===== src/rtl/board_store.sv =====
// Double-banked cellular-automaton board: the evolver writes the back bank while the
// display and evolver read the front bank; a generation-done pulse swaps the banks.
module board_store #(
    parameter int unsigned P_PARAM_M = 5,
    parameter int unsigned P_PARAM_N = 5,
    parameter int unsigned WIDTH     = 12
) (
    input  logic                                        clk,
    input  logic                                        rst,
    input  logic                                        evo_active,
    input  logic [2*WIDTH-1:0]                          evo_rd_pos,
    output logic                                        evo_rd_data,
    input  logic                                        evo_wden,
    input  logic [2*WIDTH-1:0]                          evo_wr_pos,
    input  logic                                        evo_wr_data,
    input  logic                                        gen_done,
    input  logic [2*WIDTH-1:0]                          disp_pos,
    output logic                                        disp_data,
    input  logic                                        edit_en,
    input  logic [2*WIDTH-1:0]                          edit_pos,
    input  logic                                        clear,
    output logic [$clog2(P_PARAM_M*P_PARAM_N+1)-1:0]    pop_count,
    output logic [15:0]                                 gen_count
);

    localparam int unsigned CELLS = P_PARAM_M * P_PARAM_N;
    localparam int unsigned PW    = 2 * WIDTH;
    localparam int unsigned IW    = (CELLS > 1) ? $clog2(CELLS) : 1;
    localparam int unsigned CW    = $clog2(CELLS + 1);
    localparam logic [PW-1:0] LIMIT = PW'(CELLS);

    logic [CELLS-1:0] bank [2];
    logic             front;
    logic [CW-1:0]    tally;

    logic          rd_ok, disp_ok, wr_ok, wr_live, ed_ok, swap;
    logic [IW-1:0] rd_idx, disp_idx, wr_idx, ed_idx;

    // Range qualification and strobe decode
    always_comb begin
        rd_ok    = evo_rd_pos < LIMIT;
        disp_ok  = disp_pos < LIMIT;
        wr_ok    = evo_wden && (evo_wr_pos < LIMIT);
        wr_live  = wr_ok && evo_wr_data;
        ed_ok    = edit_en && !evo_active && (edit_pos < LIMIT);
        swap     = gen_done && evo_active;
        rd_idx   = evo_rd_pos[IW-1:0];
        disp_idx = disp_pos[IW-1:0];
        wr_idx   = evo_wr_pos[IW-1:0];
        ed_idx   = edit_pos[IW-1:0];
    end

    // Clear shares the reset path; it wipes everything including read registers
    always_ff @(posedge clk) begin
        if (rst || clear) begin
            bank[0]     <= '0;
            bank[1]     <= '0;
            front       <= 1'b0;
            tally       <= '0;
            pop_count   <= '0;
            gen_count   <= '0;
            evo_rd_data <= 1'b0;
            disp_data   <= 1'b0;
        end else begin
            evo_rd_data <= rd_ok && bank[front][rd_idx];
            disp_data   <= disp_ok && bank[front][disp_idx];

            if (wr_ok) begin
                bank[~front][wr_idx] <= evo_wr_data;
            end

            if (ed_ok) begin
                bank[front][ed_idx] <= ~bank[front][ed_idx];
            end

            // A write in the swap cycle is counted into the new front population
            if (swap) begin
                front     <= ~front;
                pop_count <= tally + CW'(wr_live);
                tally     <= '0;
                gen_count <= gen_count + 16'd1;
            end else begin
                tally <= tally + CW'(wr_live);
                if (ed_ok) begin
                    if (bank[front][ed_idx]) begin
                        pop_count <= pop_count - CW'(1);
                    end else begin
                        pop_count <= pop_count + CW'(1);
                    end
                end
            end
        end
    end

endmodule

===== config.mk =====
export PLATFORM = sky130hd
export DESIGN_NAME = board_store
export DESIGN_NICKNAME = d
export VERILOG_FILES = /design/src/rtl/board_store.sv
export SDC_FILE = /design/constraint.sdc
export NUM_CORES = 1
export LEC_CHECK = 0
export BUFFER_PORTS_ARGS = -buffer_cell sky130_fd_sc_hd__buf_4
export CAP_MARGIN = 15
export CORE_ASPECT_RATIO = 0.75
export CORE_MARGIN = 4
export CORE_UTILIZATION = 56
export DETAILED_ROUTE_END_ITERATION = 8
export PLACE_DENSITY = 0.91
export SLEW_MARGIN = 20
export SYNTH_ARGS = -nofsm -noshare
export SYNTH_HDL_FRONTEND = slang
export SYNTH_SLANG_ARGS = --single-unit

===== constraint.sdc =====
create_clock -name clk -period 4.78 [get_ports clk]
set_input_delay 0 -clock clk [delete_from_list [all_inputs] [get_ports clk]]
set_output_delay 0 -clock clk [all_outputs]
set_load 0.01 [all_outputs]

# After elaboration in Yosys (flattened, before gate mapping)
# Memories as Yosys holds them, arrays and structs flattened. A register that Yosys moved wholly into a read port is not among the register bits.
# Index checks and enable logic that the tools add are counted.
word_totals:
  reg_bits: 29
  ram_bits: 50
  word_cells: 67
  mem_count: 1
op_classes:
  add_sub_neg: 4
  n_lt_le_gt_ge: 10
  mux: 29
  bitwise_logic: 2
  reduce_logical: 15
mem_list:
  columns: ["name", "depth", "word_bits", "rd", "rd_clocked_by_memory_dff", "write_ports", "line_no", "rtl"]
  rows:
  - ["bank", 2, 25, 1, 1, 2, "32", "logic [CELLS-1:0] bank [2];"]
ops:
  columns: ["operator", "n"]
  rows:
  - ["$mux 25", 6]
  - ["$lt 24x5->1 const B", 4]
  - ["$reduce_or 25->1", 2]
  - ["$lt 5x6->1 const B", 4]
  - ["$add 16x1->16 const B", 1]
  - ["$bmux 1 s5", 3]
  - ["$mux 1", 15]
  - ["$mux 5", 3]
  - ["$demux 1 s5", 2]
  - ["$ge 5x1->1 const B", 2]
  - ["$logic_and 1x1->1", 9]
  - ["$add 5x1->5", 1]
  - ["$add 5x1->5 const B", 1]
  - ["$sub 5x1->5 const B", 1]
  - ["$not 1->1", 2]
  - ["$reduce_bool 2->1", 1]
  - ["$reduce_or 2->1", 1]
  - ["$logic_not 1->1", 1]
  - ["$logic_or 1x1->1", 1]

# Logic depth before layout (Yosys ltp)
logic_depth:
  word_depth: 8
  ltp_mapped: 13
  mapped_depth_nobuf: 11

# Worst setup path after synthesis
# Ideal clock, no wire load.
synth_path:
  path_type: "register to register"
  startpoint: "register (tool-made name)"
  endpoint: "register pop_count[4]"
  arrival_time_ns: 3.193
  required_time_ns: 4.664
  slack_ns: 1.470
  path_stages_with_launch: 14
  period_less_slack_ns: 3.310
  path_cell_list: "dfxtp_1 > buf_6 > buf_8 > mux4_2 > a32oi_1 > o2111ai_1 > nor3_2 > inv_1 > ha_1 > a21o_1 > a21oi_1 > or4_1 > a211o_1 > o211a_1"
synth_rtl:
  columns: ["element", "line_no", "rtl"]
  rows:
  - ["end signal: assignment", "79", "pop_count <= tally + CW'(wr_live);"]
  - ["end signal: assignment", "86", "pop_count <= pop_count - CW'(1);"]
  - ["end signal: assignment", "88", "pop_count <= pop_count + CW'(1);"]
  - ["end: declaration", "22", "output logic [$clog2(P_PARAM_M*P_PARAM_N+1)-1:0] pop_count,"]

==> impl_metrics.toml <==
[detailed_routing]
drt_iter0_drc = 1331
via_per_inst = 7.56
drtAntennaViolNets = 0
firstDrtPassIters = 7
vias = 6134
routed_wl_mm = 20.6
wl_per_cell_um = 25.4
drc = 0

[finish]
finalNonFillerCells = 811
drive_above_1_share = 0.306
diodes = 0
layout_common_cells = "buf_4 (137), nand2_1 (51), edfxtp_1 (50)"
final_common_cell = "buf_4"
layout.nets = 785
final_core_util = 0.721
areaGrowthSynthToFinish_pct = 22.4

[synthesis]
yosysWarnings = 0
synth_top_cell_by_area = "edfxtp_1"
yosysTopAreaCellShare = 0.258
async_reset_ff_frac = 0
synth_nets = 692
yosysSeqAreaShare = 0.361
synth-edff-count = 50
synth_seq_cells = 80
netlist_area_mm2 = 0.00582
synthTopCellsByArea = "edfxtp_1 (26%), mux4_2 (17%), dfxtp_1 (10%), o22ai_1 (5.2%), o311ai_0 (4.5%)"
synthFlopType = "edfxtp_1"
yosysUniqueCellTypes = 55
netlist_instances = 581
syn_avg_cell_area_um2 = 10.0

[critical_path]
r2r_slack_ps = 680
worst_ep_required_time_ps = 5010
reg2reg_to = "pop_count[4]$_SDFFE_PP0P_"
setup.worst_path.end = "pop_count[4]$_SDFFE_PP0P_"
worstSetupPathType = "reg2reg"
r2r_cells = 11
cp-end-kind = "flop"
startpoint_type = "flop"
crit_arrival_ps = 4330
critPathMaxFanout = 25

[grt]
grt_max_degree = 48
grt-ovfl-total = 0
grt_pass1_wl_mm = 31.6
grt_use_met3 = 0.112
met1_usage = 0.429
use_met2 = 0.532
track_usage = 0.335
antenna_found_initial = 0
grt_pass1_vias = 5899
grt.busiest_layer = "met2"

[timing]
relSlewSlack = 0.394
clock.fmax_ghz = 0.244
grt_setup_unrepaired = "no"
setup_tns_ps = 0
worst_pin_slew_ps = 907
post-route-min-period_ps = 4100
slew_viol_final = 0
timing.final.crit_share = 0.858
timing.final.hold_violations = 0
skew_ps = 12.7
setup_viol = 0

[floorplanning]
die_y_um = 96.3
num_rows = 31
core_area_mm2 = 0.00989
die_w_um = 126
start_util = 0.589
fp.dieArea_mm2 = 0.0121
io_pins = 127

[hold_path]
hold_class = "in2reg"

[clock_network]
clock_tree.buffer_depth = 2
clkSinkCount = 80
path_clk_slew_ps = 70
cts_inserted_buffers = 9
clock_latency_ps = 350
cts-root-buf = "clkbuf_16"
cts_max_level = 3
cts_tree = "yes"

[placement]
place_hpwl_mm = 14.0
dpl.cell_count = 788
gp_congestion = 1.05
io_buffers = 126

[outcome]
status = "finished clean"

[job]
cap_viol_max_count = 0

[power_and_ir_drop]
powerDensity_mw_per_mm2 = 243
total_leakage_power_nw = 2.49
peakVddDrop_mv = 0.208
[report_power, final]
part / internal, mW / switching (mW) / leakage, nW
Sequential: 0.751 / 0.0284 / 0.799
Combinational: 0.134 / 0.120 / 1.55
Clock: 0.369 / 0.330 / 0.146
[synth_stat cells (7+ instances only)]
master     n
nand4_1   10
dfxtp_1   30
o211ai_1   7
a311o_1   13
and2_1     8
a21oi_1    8
buf_1     12
nor3_1    21
edfxtp_1  50
o311ai_0  30
nor2_1    34
mux4_2    43
nand2_1   51
nand3_1   43
nor4_1    18
and3_1    10
xnor2_1   11
xor2_1     9
clkbuf_1  43
o22ai_1   48
[area by class of cell]
class / count / area, µm²
inverter: 5 / 18.8
clock buffer: 9 / 225
sequential: 80 / 2100
fill: 699 / 2760
timing repair buffer: 144 / 1100
clock inverter: 7 / 68.8
tap: 132 / 165
multi-input combinational: 434 / 3450
[routing by layer]
layer	vias up	wire, µm
li1	2542	-
met1	2795	7040
met2	668	9110
met3	127	3510
met4	2	878
met5	-	54
[logic make-up after synthesis]
group                    after synthesis  synth area share
XOR/XNOR                              20            0.0301
buffers and inverters                 67            0.0475
multiplexers                          49             0.177
flip-flops                            80             0.361
AO/OA/AOI/OAI                        127             0.161
AND/OR/NAND/NOR                      231             0.207
adder cells (fa/ha/maj)                7            0.0163
[worst max-delay path, stage by stage (launching register included)]
cell and delay (ps):
dfxtp_2 830, mux4_2 620, a32oi_1 220, o2111ai_1 230
nor3_2 420, inv_1 190, ha_1 380, a21o_1 130
a21oi_1 90, or4_1 460, a211o_1 310, o211a_1 110
[state kept, by name, indices dropped and copies added (netlist names), named ones only]
| register | cells |
|---|---|
| bank | 50 |
| tally | 5 |
| pop_count | 5 |
| gen_count | 16 |
| front | 1 |
| evo_rd_data | 1 |
| disp_data | 1 |
[through the flow]
step | power (mW) | instance area, µm² | worst slack (ps) | hold WS (ps)
global route | 1.77 | 7130 | 431 | 98.6
detailed placement | 1.04 | 6760 | 810 | 267
global placement | 1.03 | 6760 | 991 | 271
CTS | 1.72 | 7120 | 696 | 54.3
floorplan | 0.920 | 5820 | 1470 | 163
finish | 1.73 | 7130 | 679 | 74.3
[worst min path at each step]
stage                              start                      to  slack (ps)  depth (start not counted)
after detailed placement  evo_rd_pos[13]  evo_rd_data$_SDFF_PP0_         270                          3
after global routing         evo_wr_data   bank[1][24]$_DFFE_PP_         100                          3
after floorplan             disp_pos[13]    disp_data$_SDFF_PP0_         160                          2
after global placement    evo_rd_pos[13]  evo_rd_data$_SDFF_PP0_         270                          3
final                        evo_wr_data   bank[1][24]$_DFFE_PP_          70                          3
after CTS                    evo_wr_data   bank[1][24]$_DFFE_PP_          50                          3
[timing repair]
item,in CTS,in global routing
setup buffers,0,0
hold buffers,6,0
resized for setup,0,0
endpoints found under the hold margin,2,0
No activity file was read; power rests on OpenSTA's default activity.
